**config.mk**
```make
export PLATFORM = sky130hd
export DESIGN_NAME = sop_result_accumulator
export DESIGN_NICKNAME = d
export VERILOG_FILES = /design/src/rtl/sop_pkg.sv /design/src/rtl/sop_sat_add.sv /design/src/rtl/sop_result_accumulator.sv
export SDC_FILE = /design/constraint.sdc
export NUM_CORES = 1
export LEC_CHECK = 0
export CORE_MARGIN = 3
export CORE_UTILIZATION = 57
export CTS_CLUSTER_DIAMETER = 80
export CTS_CLUSTER_SIZE = 30
export DETAILED_ROUTE_END_ITERATION = 12
export PLACE_DENSITY_LB_ADDON = 0.1
export SYNTH_ARGS = -nofsm -noshare
export SYNTH_HDL_FRONTEND = slang
export SYNTH_HIERARCHICAL = 1
export SYNTH_SLANG_ARGS = --single-unit
export TNS_END_PERCENT = 30
```
**constraint.sdc**
```tcl
create_clock -name clk -period 4.5 [get_ports clk]
set_input_delay 0.9 -clock clk [delete_from_list [all_inputs] [get_ports clk]]
set_output_delay 0.9 -clock clk [all_outputs]
set_load 0.03 [all_outputs]
```
**src/rtl/sop_pkg.sv**
```systemverilog
// sop_pkg - shared types and helpers for the sum-of-products result accumulator.
//
// Contents:
//   G_W        width of one sum-of-products result word (16)
//   MAX_W      widest accumulator the helpers support (64)
//   state_t    accumulator FSM states
//   sext_g     sign-extend a result word to MAX_W bits
//   add_ovf    MAX_W-bit add with signed overflow detected at a chosen MSB
//
// Helpers work at MAX_W so that any accumulator width up to 64 can share them;
// callers pass the MSB index of their own width and truncate the sum.
package sop_pkg;

  localparam int G_W   = 16;
  localparam int MAX_W = 64;

  typedef enum logic [1:0] {
    ST_IDLE = 2'd0,
    ST_ACC  = 2'd1,
    ST_HOLD = 2'd2
  } state_t;

  function automatic logic [MAX_W-1:0] sext_g(input logic [G_W-1:0] word);
    return {{(MAX_W-G_W){word[G_W-1]}}, word};
  endfunction

  // Returns {ovf, sum}. Overflow: both addends share a sign at bit msb and the
  // sum's bit msb differs from it.
  function automatic logic [MAX_W:0] add_ovf(input logic [MAX_W-1:0] a,
                                             input logic [MAX_W-1:0] b,
                                             input logic [5:0]       msb);
    logic [MAX_W-1:0] s;
    logic             ovf;
    s   = a + b;
    ovf = (a[msb] == b[msb]) && (s[msb] != a[msb]);
    return {ovf, s};
  endfunction

endpackage

```
**src/rtl/sop_sat_add.sv**
```systemverilog
// sop_sat_add - ACC_W-bit signed adder with overflow flag.
//
// Ports:
//   i_a    ACC_W  running accumulator value
//   i_b    ACC_W  sign-extended incoming beat
//   o_sum  ACC_W  next accumulator value
//   o_ovf  1      signed overflow on this add
//
// Build option SOP_ACC_SAT_EN: when defined, an overflowing add clamps to the
// signed maximum or minimum; otherwise the sum wraps modulo 2^ACC_W.
// ACC_W must be in 17..64.
module sop_sat_add
  import sop_pkg::*;
#(
  parameter int ACC_W = 24
) (
  input  logic [ACC_W-1:0] i_a,
  input  logic [ACC_W-1:0] i_b,
  output logic [ACC_W-1:0] o_sum,
  output logic             o_ovf
);

  logic [MAX_W-1:0] w_a_ext;
  logic [MAX_W-1:0] w_b_ext;
  logic [MAX_W:0]   w_res;
  logic [ACC_W-1:0] w_wrap;

  assign w_a_ext = MAX_W'(signed'(i_a));
  assign w_b_ext = MAX_W'(signed'(i_b));
  assign w_res   = add_ovf(w_a_ext, w_b_ext, 6'(ACC_W-1));
  assign w_wrap  = ACC_W'(w_res[MAX_W-1:0]);
  assign o_ovf   = w_res[MAX_W];

`ifdef SOP_ACC_SAT_EN
  localparam logic [ACC_W-1:0] SAT_MAX = {1'b0, {(ACC_W-1){1'b1}}};
  localparam logic [ACC_W-1:0] SAT_MIN = {1'b1, {(ACC_W-1){1'b0}}};

  // Overflow only happens when both operands share a sign, so i_a's sign
  // tells which rail was crossed.
  always_comb begin
    o_sum = w_wrap;
    if (w_res[MAX_W]) begin
      o_sum = i_a[ACC_W-1] ? SAT_MIN : SAT_MAX;
    end
  end
`else
  assign o_sum = w_wrap;
`endif

endmodule

```
**src/rtl/sop_result_accumulator.sv**
```systemverilog
// sop_result_accumulator - accumulates frames of sum-of-products results.
//
// Takes 16-bit signed g results on a valid/ready stream, sums LEN beats (or
// fewer when in_last ends the frame) into an ACC_W-bit signed sum and offers
// the sum, beat count and overflow flag on a valid/ready output.
//
// Ports:
//   clk        clock, rising edge
//   rst_n      asynchronous active-low reset
//   clr        synchronous abort; drops current frame and pending output
//   in_valid   in_g valid
//   in_ready   beat accepted when high
//   in_g       16-bit two's-complement result word
//   in_last    beat ends the frame early
//   out_valid  frame result available
//   out_ready  sink accepts the result
//   out_sum    ACC_W signed frame sum
//   out_cnt    CNT_W beats in the frame
//   out_ovf    signed overflow seen during the frame
//
// Build option SOP_ACC_SAT_EN (see sop_sat_add): saturating instead of
// wrapping accumulation. Ports are identical in both builds.
//
// state | meaning
// IDLE  | waiting for the first beat of a frame
// ACC   | accumulating beats 2..LEN
// HOLD  | frame complete, result presented until out_ready
module sop_result_accumulator
  import sop_pkg::*;
#(
  parameter int LEN   = 4,
  parameter int ACC_W = 24,
  parameter int CNT_W = 8
) (
  input  logic             clk,
  input  logic             rst_n,
  input  logic             clr,
  input  logic             in_valid,
  output logic             in_ready,
  input  logic [G_W-1:0]   in_g,
  input  logic             in_last,
  output logic             out_valid,
  input  logic             out_ready,
  output logic [ACC_W-1:0] out_sum,
  output logic [CNT_W-1:0] out_cnt,
  output logic             out_ovf
);

  localparam logic [1:0] S_IDLE = ST_IDLE;
  localparam logic [1:0] S_ACC  = ST_ACC;
  localparam logic [1:0] S_HOLD = ST_HOLD;

  logic [1:0]       r_state;
  logic [ACC_W-1:0] r_acc;
  logic [CNT_W-1:0] r_cnt;
  logic             r_ovf;

  logic             w_accept;
  logic [ACC_W-1:0] w_g_ext;
  logic [ACC_W-1:0] w_add_sum;
  logic             w_add_ovf;
  logic [CNT_W-1:0] w_cnt_inc;
  logic             w_frame_end;

  assign in_ready  = (r_state != S_HOLD);
  assign out_valid = (r_state == S_HOLD);
  assign out_sum   = r_acc;
  assign out_cnt   = r_cnt;
  assign out_ovf   = r_ovf;

  assign w_accept  = in_valid && in_ready;
  assign w_g_ext   = ACC_W'(sext_g(in_g));
  assign w_cnt_inc = r_cnt + CNT_W'(1);

  // r_cnt is 0 in IDLE, so the same compare covers LEN==1 there.
  assign w_frame_end = in_last || (w_cnt_inc == CNT_W'(LEN));

  sop_sat_add #(
    .ACC_W (ACC_W)
  ) u_add (
    .i_a   (r_acc),
    .i_b   (w_g_ext),
    .o_sum (w_add_sum),
    .o_ovf (w_add_ovf)
  );

  always_ff @(posedge clk or negedge rst_n) begin
    if (!rst_n) begin
      r_state <= S_IDLE;
      r_acc   <= '0;
      r_cnt   <= '0;
      r_ovf   <= 1'b0;
    end else if (clr) begin
      r_state <= S_IDLE;
      r_acc   <= '0;
      r_cnt   <= '0;
      r_ovf   <= 1'b0;
    end else begin
      case (r_state)
        S_IDLE: begin
          if (w_accept) begin
            r_acc   <= w_g_ext;
            r_cnt   <= CNT_W'(1);
            r_ovf   <= 1'b0;
            r_state <= w_frame_end ? S_HOLD : S_ACC;
          end
        end
        S_ACC: begin
          if (w_accept) begin
            r_acc <= w_add_sum;
            r_cnt <= w_cnt_inc;
            r_ovf <= r_ovf | w_add_ovf;
            if (w_frame_end) begin
              r_state <= S_HOLD;
            end
          end
        end
        S_HOLD: begin
          if (out_ready) begin
            r_state <= S_IDLE;
            r_acc   <= '0;
            r_cnt   <= '0;
            r_ovf   <= 1'b0;
          end
        end
        default: begin
          r_state <= S_IDLE;
        end
      endcase
    end
  end

endmodule

```
==> summary.md, run 1 <==
| Metric | Value |
|---|---|
| Final Setup Violations | 0 |
| Final ANT Viol Nets | 0 |
| Core region area | 0.00517 mm2 |
| #FFs+latches synth | 35 |
| Syn_area_per_cell | 8.59 um2 |
| Max Fclk | 292 MHz |
| Clock Sinks | 35 |
| Post-Syn Area | 0.00308 mm2 |
| Layout cell share with drive strength beyond 1 | 7.60% |
| Worst-case clock buffer depth | 2 |
| Hold Slack | 0.526 ns |
| Hold WC Path Type | reg2reg |
| DRC viols | 0 |
| FF/Latch Area | 876 um2 |
| GR Overflow Total | 0 |
| Row count | 26 |
| Syn nets | 409 |
| Post-DP HPWL | 5780 um |
| Starting Density | 59.5% |
| Boundary pin count | 57 |
| Clock Skew | 0.00792 ns |
| Post-synthesis sequential area ratio | 28.5% |
| Gpl congestion | 1.01 |
| Die height | 79.5 um |
| Final net count | 458 |
| Slew headroom | 29.8% |
| Crit. End Element | flop |
| Fillers | 409 |
| Gr usage total | 25.5% |
| Critical path launch point | in_g[0] |
| Critical path class | in2reg |
| Max Cap Violations | 0 |
| Wire per inst | 16.1 um |
| Reg2reg path depth | 8 |
| Setup TNS | 0 ns |
| R2R Path End | out_sum[8]$_DFFE_PN0P_ |
| Crit path max-delay cell type | clkdlybuf4s50_1 |
| DR vias/cell | 6.06 |
| CTS tree | built |
| Area grow syn2layout | 22.8% |
| CTS hold repair buffers | 0 |
| Ys flop type | dfrtp_1 |
| PwrDens | 408 mW/mm2 |
| Final period util | 76.1% |
| Post-CTS Resized | 0 |
| Area of the multi-input gates | 0.00208 mm2 |
| Peak supply drop | 0.000237 V |
| IO Port Bufs | 56 |
| Total Wirelength | 7690 um |
| First-pass GRT wire length | 13000 um |
| Clk_lat worst skew | 0.29 ns |
| Actual slew at the worst max-slew pin | 1.05 ns |
| Vias | 2898 |
| Setup crit end | out_sum[18]$_DFFE_PN0P_ |
| Clock transition at path regs | 0.08 ns |
| Die area | 0.00632 mm2 |
| Post-synth EDFFs | 0 |
| Required @ worst endpoint | 4.72 ns |
| Post-CTS repair timing setup buffer count | 0 |
| Peak per-stage delay on the critical path | 0.43 ns |
| Nature of the critical path startpoint | input pin |
| Critical R2R Launch | r_state[1]$_DFFE_PN0P_ |
| Most frequent cells in the layout | clkdlybuf4s50_1 (56), nand2_1 (48), dfrtp_1 (35), nor2_1 (28), ha_1 (28) |
| Yosys warning count | 6 |
| Drt initial violations | 187 |
| Final hold violations | 0 |
| CTS Buf Count | 5 |
| H-Tree Depth | 2 |
| Final Max Slew Viols | 0 |
| Antenna diode count | 0 |
| Initial antenna violation count | 0 |
| R2R Setup Slk | 1.64 ns |
| Root Buffer | clkbuf_8 |
| Status | complete, no violations |
| RSZ-0062 raised after global routing | false |
| P_leak | 1.67 nW |
| Die Wd | 79.5 um |
| Largest net degree at the start of global routing | 36 |
| Pre-antenna DRT Iters | 4 |
| Most common cell after layout, fill and taps aside | clkdlybuf4s50_1 |
| Data arrival time of the critical path | 3.65 ns |
| Period minus WS final | 3.42 ns |
| Yosys cell types | 56 |
| Cells after Synth | 358 |
| Async set-or-reset flop fraction in the synthesized netlist | 100% |
| Vias in the first global route | 2751 |
| Critical Path Fanout Max | 4 |
| Crit path cell chain | clkdlybuf4s50_1 > ha_1 > fa_1 > a211oi_1 > o21bai_1 > a31o_2 > a21oi_2 > o21bai_1 > xor2_1 > nand2_1 > a211oi_1 > a21o_1 |
==> synth_stat cells (all sizes together), types with 2 or more instances <==
library cell / count / area [um2]
a211oi: 12 / 100
a21o: 12 / 90.1
a21oi: 26 / 145
a221o: 15 / 150
a22o: 4 / 35.0
a31oi: 4 / 25.0
a41oi: 2 / 17.5
and2: 2 / 12.5
and3: 3 / 18.8
buf: 12 / 77.6
clkbuf: 6 / 22.5
dfrtp: 35 / 876
ha: 28 / 350
inv: 8 / 30.0
nand2: 49 / 186
nand2b: 6 / 37.5
nand3: 9 / 45.0
nand4: 8 / 50.1
nor2: 29 / 111
nor2b: 5 / 31.3
nor3: 4 / 20.0
o211ai: 4 / 40.0
o21ai: 21 / 105
o21bai: 3 / 22.5
o22ai: 2 / 12.5
o31ai: 2 / 20.0
o41ai: 2 / 17.5
or2: 2 / 12.5
xnor2: 16 / 140
xor2: 10 / 87.6
==> cells by family after synthesis <==
kind of cell | synth area share (%)
AOI/OAI and AO/OA | 29.2
xor gates and xnor gates | 7.40
adders and majority gates | 12.0
buffers and inverters | 4.23
DFF | 28.5
muxes | 0.691
and+or+nand+nor | 18.0
==> report_power, final <==
group	switching [W]	internal, W
Combinational	0.000490	0.000347
Sequential	0.0000550	0.000364
Clock	0.000120	0.000165
Total	0.000665	0.000876
==> metal layers <==
| metal | wire length [um] | track usage [%] | up-vias | share of wire, % |
|---|---|---|---|---|
| li1 | - | - | 1421 | - |
| met2 | 3620 | 41.5 | 95 | 47 |
| met3 | 368 | 3.84 | 13 | 4.8 |
| met4 | 133 | 8.59 | 0 | 1.7 |
| met5 | 0 | 0 | - | 0 |
| met1 | 3570 | 34.6 | 1369 | 46 |
==> registers in the layout (all words and copies together) (netlist names) <==
signal and count:
out_ovf 1, out_sum 24, out_cnt 8, r_state 2
==> cell type report <==
type	count	area share, %
inverters	8	0.795
well taps	70	2.32
clock buffers	5	1.82
repair buffers	60	15.6
flip-flops and latches	35	23.2
multi-input cells	297	55.1
clock inverters	3	1.16
==> critical path: cells and delay by family <==
| family | cells | cell delay, ns |
|---|---|---|
| adders and majority gates | 2 | 0.67 |
| buffers and inverters | 1 | 0.43 |
| AOI/OAI and AO/OA | 7 | 1.43 |
| and+or+nand+nor | 1 | 0.07 |
| xor gates and xnor gates | 1 | 0.15 |
==> worst min-delay path by stage <==
stage,startpoint,depth (start not counted),slack (ns),endpoint
after floorplan,r_state[1]$_DFFE_PN0P_,2,0.50,r_state[1]$_DFFE_PN0P_
after global placement,out_ovf$_DFFE_PN0P_,1,0.50,out_ovf$_DFFE_PN0P_
after detailed placement,out_sum[19]$_DFFE_PN0P_,1,0.50,out_sum[19]$_DFFE_PN0P_
after CTS,out_sum[19]$_DFFE_PN0P_,1,0.52,out_sum[19]$_DFFE_PN0P_
after global routing,out_sum[19]$_DFFE_PN0P_,1,0.54,out_sum[19]$_DFFE_PN0P_
final,out_sum[19]$_DFFE_PN0P_,1,0.53,out_sum[19]$_DFFE_PN0P_
==> stage by stage <==
stage	power (W)	util [%]	cell area, um2	instances	setup WS [ns]
after floorplan	0.00101	-	3080	358	1.49
after detailed placement	0.00125	70.9	3670	470	0.807
after global placement	0.00123	70.9	3670	470	0.840
after CTS	0.00154	73.1	3780	478	1.09
after global routing	0.00164	73.1	3780	478	0.893
final	0.00154	73.1	3780	478	1.08
(Power assumes the default switching activity.)
==> inputs of run 2 (changes only) <==
Settings changed: CORE_UTILIZATION 57 to 53.
Clock period 4.5 ns to 3.5 ns, I/O delays scaled along.
==> run 2 against run 1 <==
Compared with the run above: combinational power rose by 30%; register-to-register slack got worse by 0.88 ns; flip-flop and latch count did not move; core utilization fell by 4.8 points; final area rose by 0.66%; global-route usage fell by 1.2 points; die area rose by 7.0%; hold slack got worse by 0.024 ns; clock power rose by 31%; sequential share of layout area fell by 0.15 points; largest cell class unchanged.
==> summary.md, run 2 (same netlist as run 1, synthesis figures left out) <==
| Metric | Value |
|---|---|
| First-pass GRT wire length | 12900 um |
| DRC viols | 0 |
| Nature of the critical path startpoint | input pin |
| Final hold violations | 0 |
| Clk_lat worst skew | 0.29 ns |
| Gpl congestion | 0.918 |
| Register share of total power | 26.8% |
| Required @ worst endpoint | 3.73 ns |
| Post-DP HPWL | 5760 um |
| Die height | 82.2 um |
| Cell internal pwr | 0.00113 W |
| Clock transition at path regs | 0.07 ns |
| Most common cell after layout, fill and taps aside | clkdlybuf4s50_1 |
| Sw frac | 43.3% |
| Starting Density | 55.2% |
| Critical R2R Launch | out_sum[0]$_DFFE_PN0P_ |
| GR Overflow Total | 0 |
| HP Start | out_ovf$_DFFE_PN0P_ |
| Design Area, Final | 0.00380 mm2 |
| Vias | 2941 |
| Clock power frac | 18.7% |
| Status | complete, no violations |
| Largest net degree at the start of global routing | 39 |
| Layout cell share with drive strength beyond 1 | 8.27% |
| Logic pwr share | 54.4% |
| R2R Path End | out_sum[22]$_DFFE_PN0P_ |
| Gr usage total | 24.3% |
| Total Wirelength | 7820 um |
| Die Wd | 82.2 um |
| Final period util | 90.9% |
| Critical path class | in2reg |
| IO Port Bufs | 56 |
| Initial antenna violation count | 0 |
| RSZ-0062 raised after global routing | false |
| Max Fclk | 314 MHz |
| Core region area | 0.00557 mm2 |
| Max Cap Violations | 0 |
| Clock Sinks | 35 |
| Final Setup Violations | 0 |
| Row count | 27 |
| Slew headroom | 55.3% |
| Drt initial violations | 148 |
| Boundary pin count | 57 |
| Hold WC Path Type | reg2reg |
| Post-DP Area | 0.00369 mm2 |
| Post-CTS repair timing setup buffer count | 0 |
| Crit. End Element | flop |
| Clock Skew | 0.00673 ns |
| DR vias/cell | 6.09 |
| Wire per inst | 16.2 um |
| Actual slew at the worst max-slew pin | 0.666 ns |
| R2R Setup Slk | 0.76 ns |
| Critical Path Fanout Max | 9 |
| Final Max Slew Viols | 0 |
| PwrDens | 524 mW/mm2 |
| Final ANT Viol Nets | 0 |
| Most frequent cells in the layout | clkdlybuf4s50_1 (56), nand2_1 (48), dfrtp_1 (35), nor2_1 (28), ha_1 (28) |
| Peak supply drop | 0.000286 V |
| Data arrival time of the critical path | 3.41 ns |
| Period minus WS final | 3.18 ns |
| Final instance count without filler cells | 483 |
| Pre-antenna DRT Iters | 4 |
| Critical path launch point | in_g[15] |
| Setup TNS | 0 ns |
| CTS tree | built |
| P_leak | 1.68 nW |
| Max reg flops | 24 |
| Reg2reg path depth | 11 |
| Placed cell count | 475 |
| Worst-case clock buffer depth | 2 |
| H-Tree Depth | 2 |
| Final net count | 461 |
| Vias in the first global route | 2764 |
| Post-CTS Resized | 0 |
| Antenna diode count | 0 |
| Sw power | 0.000864 W |
| Root Buffer | clkbuf_8 |
| Die area | 0.00676 mm2 |
| CTS Buf Count | 5 |
| Area grow syn2layout | 23.6% |
| Setup crit end | out_sum[23]$_DFFE_PN0P_ |
| CTS hold repair buffers | 0 |
run 2: changes by cell type in the layout (fill, tap and decap cells not counted), sizes merged:
| cell | previous run | this run |
|---|---|---|
| buf | 4 | 7 |
run 2: layer usage:
metal	track usage [%]	vias up	wire [um]
met1	32.1	1410	3560
met5	0	-	0
met2	40.2	78	3710
li1	-	1438	-
met4	8.47	0	159
met3	3.69	15	399
run 2: final cells by class:
cell class	instances	area (um2)
fill	475	1770
timing repair buffer	63	613
clock inverter	3	43.8
sequential	35	876
multi-input combinational	297	2080
tap	72	90.1
clock buffer	5	68.8
inverter	8	30.0
run 2: per-stage QoR:
stage          setup slack (ns)  utilization [%]  total power [W]  hold WS [ns]
2_1_floorplan             0.689                -          0.00130         0.404
3_3_place_gp             0.0203             66.2          0.00161         0.485
3_5_place_dp             0.0569             66.2          0.00161         0.489
4_1_cts                   0.342             68.2          0.00200         0.506
5_1_grt                  0.0809             68.2          0.00213         0.523
6_report                  0.317             68.2          0.00199         0.502
run 2: worst min-delay path by stage:
stage                                   endpoint  slack (ns)  cells past startpoint
after floorplan           out_cnt[0]$_DFFE_PN0P_        0.40                      0
after global placement       out_ovf$_DFFE_PN0P_        0.49                      1
after detailed placement     out_ovf$_DFFE_PN0P_        0.49                      1
after CTS                    out_ovf$_DFFE_PN0P_        0.51                      1
after global routing         out_ovf$_DFFE_PN0P_        0.52                      1
final                        out_ovf$_DFFE_PN0P_        0.50                      1
run 2: worst max-delay path: stages:
cell and delay (ns):
clkdlybuf4s50_1 0.68, ha_1 0.38, and2_1 0.25, nand4_1 0.15
nor3_1 0.09, or4_4 0.54, xnor2_1 0.17, nand2_1 0.07
a211oi_1 0.27, a21o_1 0.11
run 2: power by group through the flow:
stage	logic, W	clock network (W)	registers (W)
final	0.00109	0.000374	0.000535
after global routing	0.00119	0.000398	0.000546
after CTS	0.00108	0.000387	0.000535
after detailed placement	0.00107	0	0.000542
after global placement	0.00107	0	0.000542
after floorplan	0.000654	0	0.000650
==> inputs of run 3 (changes only) <==
Settings changed: CTS_BUF_LIST set to sky130_fd_sc_hd__clkbuf_2 sky130_fd_sc_hd__clkbuf_4 sky130_fd_sc_hd__clkbuf_8, SYNTH_HIERARCHICAL 1 to not set.
==> run 3 against run 2 <==
Compared with the run above: hold slack better by 0.023 ns; synthesized cell count is 12% lower; count of clock-buffer cells in the layout is 1 higher; critical endpoint is now out_sum[22]$_DFFE_PN0P_; sequential share of layout area is 2.1 points higher; clock power is 21% lower; flip-flop and latch count stayed put; area after synthesis is 10% lower; non-clock buffer count is 3 lower; final area is 8.5% lower; setup slack better by 0.13 ns; core utilization is 3.1 points higher.
==> summary.md, run 3 <==
| Metric | Value |
|---|---|
| Clock power frac | 12.5% |
| Gr usage total | 23.3% |
| Post-CTS repair timing setup buffer count | 0 |
| Most common cell after layout, fill and taps aside | clkdlybuf4s50_1 |
| Crit path max-delay cell type | fa_1 |
| Final net count | 420 |
| Syn nets | 366 |
| Total Wirelength | 6780 um |
| Clock transition at path regs | 0.07 ns |
| Peak supply drop | 0.000362 V |
| Logic pwr share | 62.1% |
| Critical Path Fanout Max | 3 |
| IO Port Bufs | 56 |
| Placed cell count | 430 |
| Clk_lat worst skew | 0.28 ns |
| Clock Skew | 0.00266 ns |
| #FFs+latches synth | 35 |
| Most frequent cells in the layout | clkdlybuf4s50_1 (56), o21ai_0 (45), dfrtp_1 (35), ha_1 (27), a21oi_1 (26) |
| Drt initial violations | 129 |
| Die Wd | 78.2 um |
| Core region area | 0.00488 mm2 |
| Yosys top cell area share | 31.7% |
| Status | complete, no violations |
| Final worst slack | 0.452 ns |
| Commonest cells post-synth | o21ai_0 (45), dfrtp_1 (35), a21oi_1 (27), ha_1 (27), nand2_1 (18) |
| Clock Sinks | 35 |
| Boundary pin count | 57 |
| CTS Buf Count | 5 |
| First-pass GRT wire length | 11700 um |
| Starting Density | 56.6% |
| RSZ-0062 raised after global routing | false |
| Area grow syn2layout | 26.0% |
| Final Setup Violations | 0 |
| Die height | 78.2 um |
| Sw power | 0.00109 W |
| Vias | 2602 |
| Final core occ | 71.4% |
| DR vias/cell | 5.95 |
| CTS hold repair buffers | 0 |
| Pre-antenna DRT Iters | 4 |
| Leading area contributor after synthesis | dfrtp_1 |
| Wire per inst | 15.5 um |
| Critical path class | in2reg |
| Post-synth EDFFs | 0 |
| Antenna diode count | 0 |
| Peak per-stage delay on the critical path | 0.43 ns |
| Slew headroom | 23.2% |
| Post-CTS Resized | 0 |
| Nature of the critical path startpoint | input pin |
| Fillers | 409 |
| Yosys warning count | 0 |
| Data arrival time of the critical path | 3.19 ns |
| Required @ worst endpoint | 3.65 ns |
| Hold WC Path Type | reg2reg |
| Initial antenna violation count | 0 |
| Final Power | 0.00237 W |
| Post-Syn Area | 0.00276 mm2 |
| Area contributors post-synth | dfrtp_1 (32%), ha_1 (12%), o21ai_0 (8.1%), a21oi_1 (4.9%), xnor2_1 (4.1%) |
| GR Overflow Total | 0 |
| Crit path cell chain | clkdlybuf4s50_1 > ha_1 > fa_1 > a211oi_1 > o21ai_1 > or4b_1 > a31oi_1 > a311oi_1 > xor2_1 > o21ai_0 |
| Largest net degree at the start of global routing | 36 |
| Syn_area_per_cell | 8.75 um2 |
| DRC viols | 0 |
| Max Fclk | 328 MHz |
| Final hold violations | 0 |
| Gpl congestion | 0.890 |
| Layout cell share with drive strength beyond 1 | 5.14% |
| Cells after Synth | 316 |
| Crit. End Element | flop |
| Row count | 25 |
| Period minus WS final | 3.05 ns |
| Worst-case clock buffer depth | 2 |
| Yosys cell types | 49 |
| Setup TNS | 0 ns |
| Async set-or-reset flop fraction in the synthesized netlist | 100% |
| Cell internal pwr | 0.00128 W |
| Post-synthesis sequential area ratio | 31.7% |
| Max reg flops | 24 |
| CTS tree | built |
| Actual slew at the worst max-slew pin | 1.15 ns |
| Register share of total power | 25.4% |
| Max Cap Violations | 0 |
| Vias in the first global route | 2637 |
| Top-count cell post-synth | o21ai_0 |
| Die area | 0.00612 mm2 |
| Pre-CTS setup slack | 0.157 ns |
| Final period util | 87.1% |
| Ys flop type | dfrtp_1 |
| H-Tree Depth | 2 |
| Final instance count without filler cells | 437 |
| PwrDens | 680 mW/mm2 |
| Sw frac | 45.9% |
| Final ANT Viol Nets | 0 |
| Post-DP HPWL | 4960 um |
| Root Buffer | clkbuf_8 |
| Final Max Slew Viols | 0 |
| P_leak | 1.54 nW |
-- run 3: changes by cell type after synthesis, sizes merged, moves of 7 or more --
cell / delta
a211oi: -7
a221o: -11
a22oi: +10
buf: -11
nand2: -31
nor2: -12
o21ai: +26
-- run 3: cell families (layout without fill, tap and decap cells) --
| logic type | after synthesis | after routing | share of synthesized area [%] |
|---|---|---|---|
| and+or+nand+nor | 71 | 71 | 13.0 |
| xor gates and xnor gates | 21 | 21 | 6.65 |
| buffers and inverters | 27 | 81 | 3.80 |
| adders and majority gates | 28 | 28 | 12.9 |
| AOI/OAI and AO/OA | 132 | 132 | 31.1 |
| muxes | 2 | 2 | 0.724 |
| DFF | 35 | 35 | 31.7 |
-- run 3: final timing paths --
path | startpoint | endpoint | slack [ns] | cells after the start
worst min-delay path | out_sum[22]$_DFFE_PN0P_ | out_sum[22]$_DFFE_PN0P_ | 0.53 | 2
worst min register to register | out_sum[22]$_DFFE_PN0P_ | out_sum[22]$_DFFE_PN0P_ | 0.53 | 2
worst max register to register | r_state[1]$_DFFE_PN0P_ | out_sum[15]$_DFFE_PN0P_ | 0.80 | 8
min in group asynchronous | rst_n | out_cnt[0]$_DFFE_PN0P_ | 0.84 | 2
max in group asynchronous | rst_n | out_sum[10]$_DFFE_PN0P_ | 2.33 | 2
worst max-delay path | in_g[0] | out_sum[22]$_DFFE_PN0P_ | 0.45 | 10
-- run 3: worst max-delay path: cells and delay by family --
family	cells	cell delay [ns]
AOI/OAI and AO/OA	5	1.03
adders and majority gates	2	0.68
buffers and inverters	1	0.42
and+or+nand+nor	1	0.21
xor gates and xnor gates	1	0.16
-- run 3: power by group through the flow --
stage,clock network (W),logic (W),registers [W]
final,0.000296,0.00147,0.000602
after detailed placement,0,0.00146,0.000609
after floorplan,0,0.000845,0.000781
after CTS,0.000307,0.00147,0.000602
after global routing,0.000328,0.00162,0.000617
after global placement,0,0.00144,0.000603
-- run 3: per-stage QoR --
| stage | hold WS (ns) | cell area, um2 |
|---|---|---|
| after global routing | 0.566 | 3480 |
| after detailed placement | 0.520 | 3390 |
| final | 0.525 | 3480 |
| after global placement | 0.508 | 3390 |
| after floorplan | 0.404 | 2760 |
| after CTS | 0.536 | 3480 |
-- run 3: metal layers --
| metal | part of all wire [%] | GRT usage (%) |
|---|---|---|
| met3 | 3.4 | 3.78 |
| met1 | 45 | 29.2 |
| met2 | 51 | 42.7 |
| met5 | 0 | 0 |
| met4 | 0.53 | 3.67 |
-- run 3: area by class of cell --
cell class | count | area, um2 | share of cell area (%)
Clock buffer | 6 | 82.6 | 2.37
Clock inverter | 1 | 5.00 | 0.144
Inverter | 14 | 52.6 | 1.51
Multi-Input combinational cell | 254 | 1790 | 51.5
Sequential cell | 35 | 876 | 25.2
Tap cell | 67 | 83.8 | 2.41
Timing Repair Buffer | 60 | 591 | 17.0
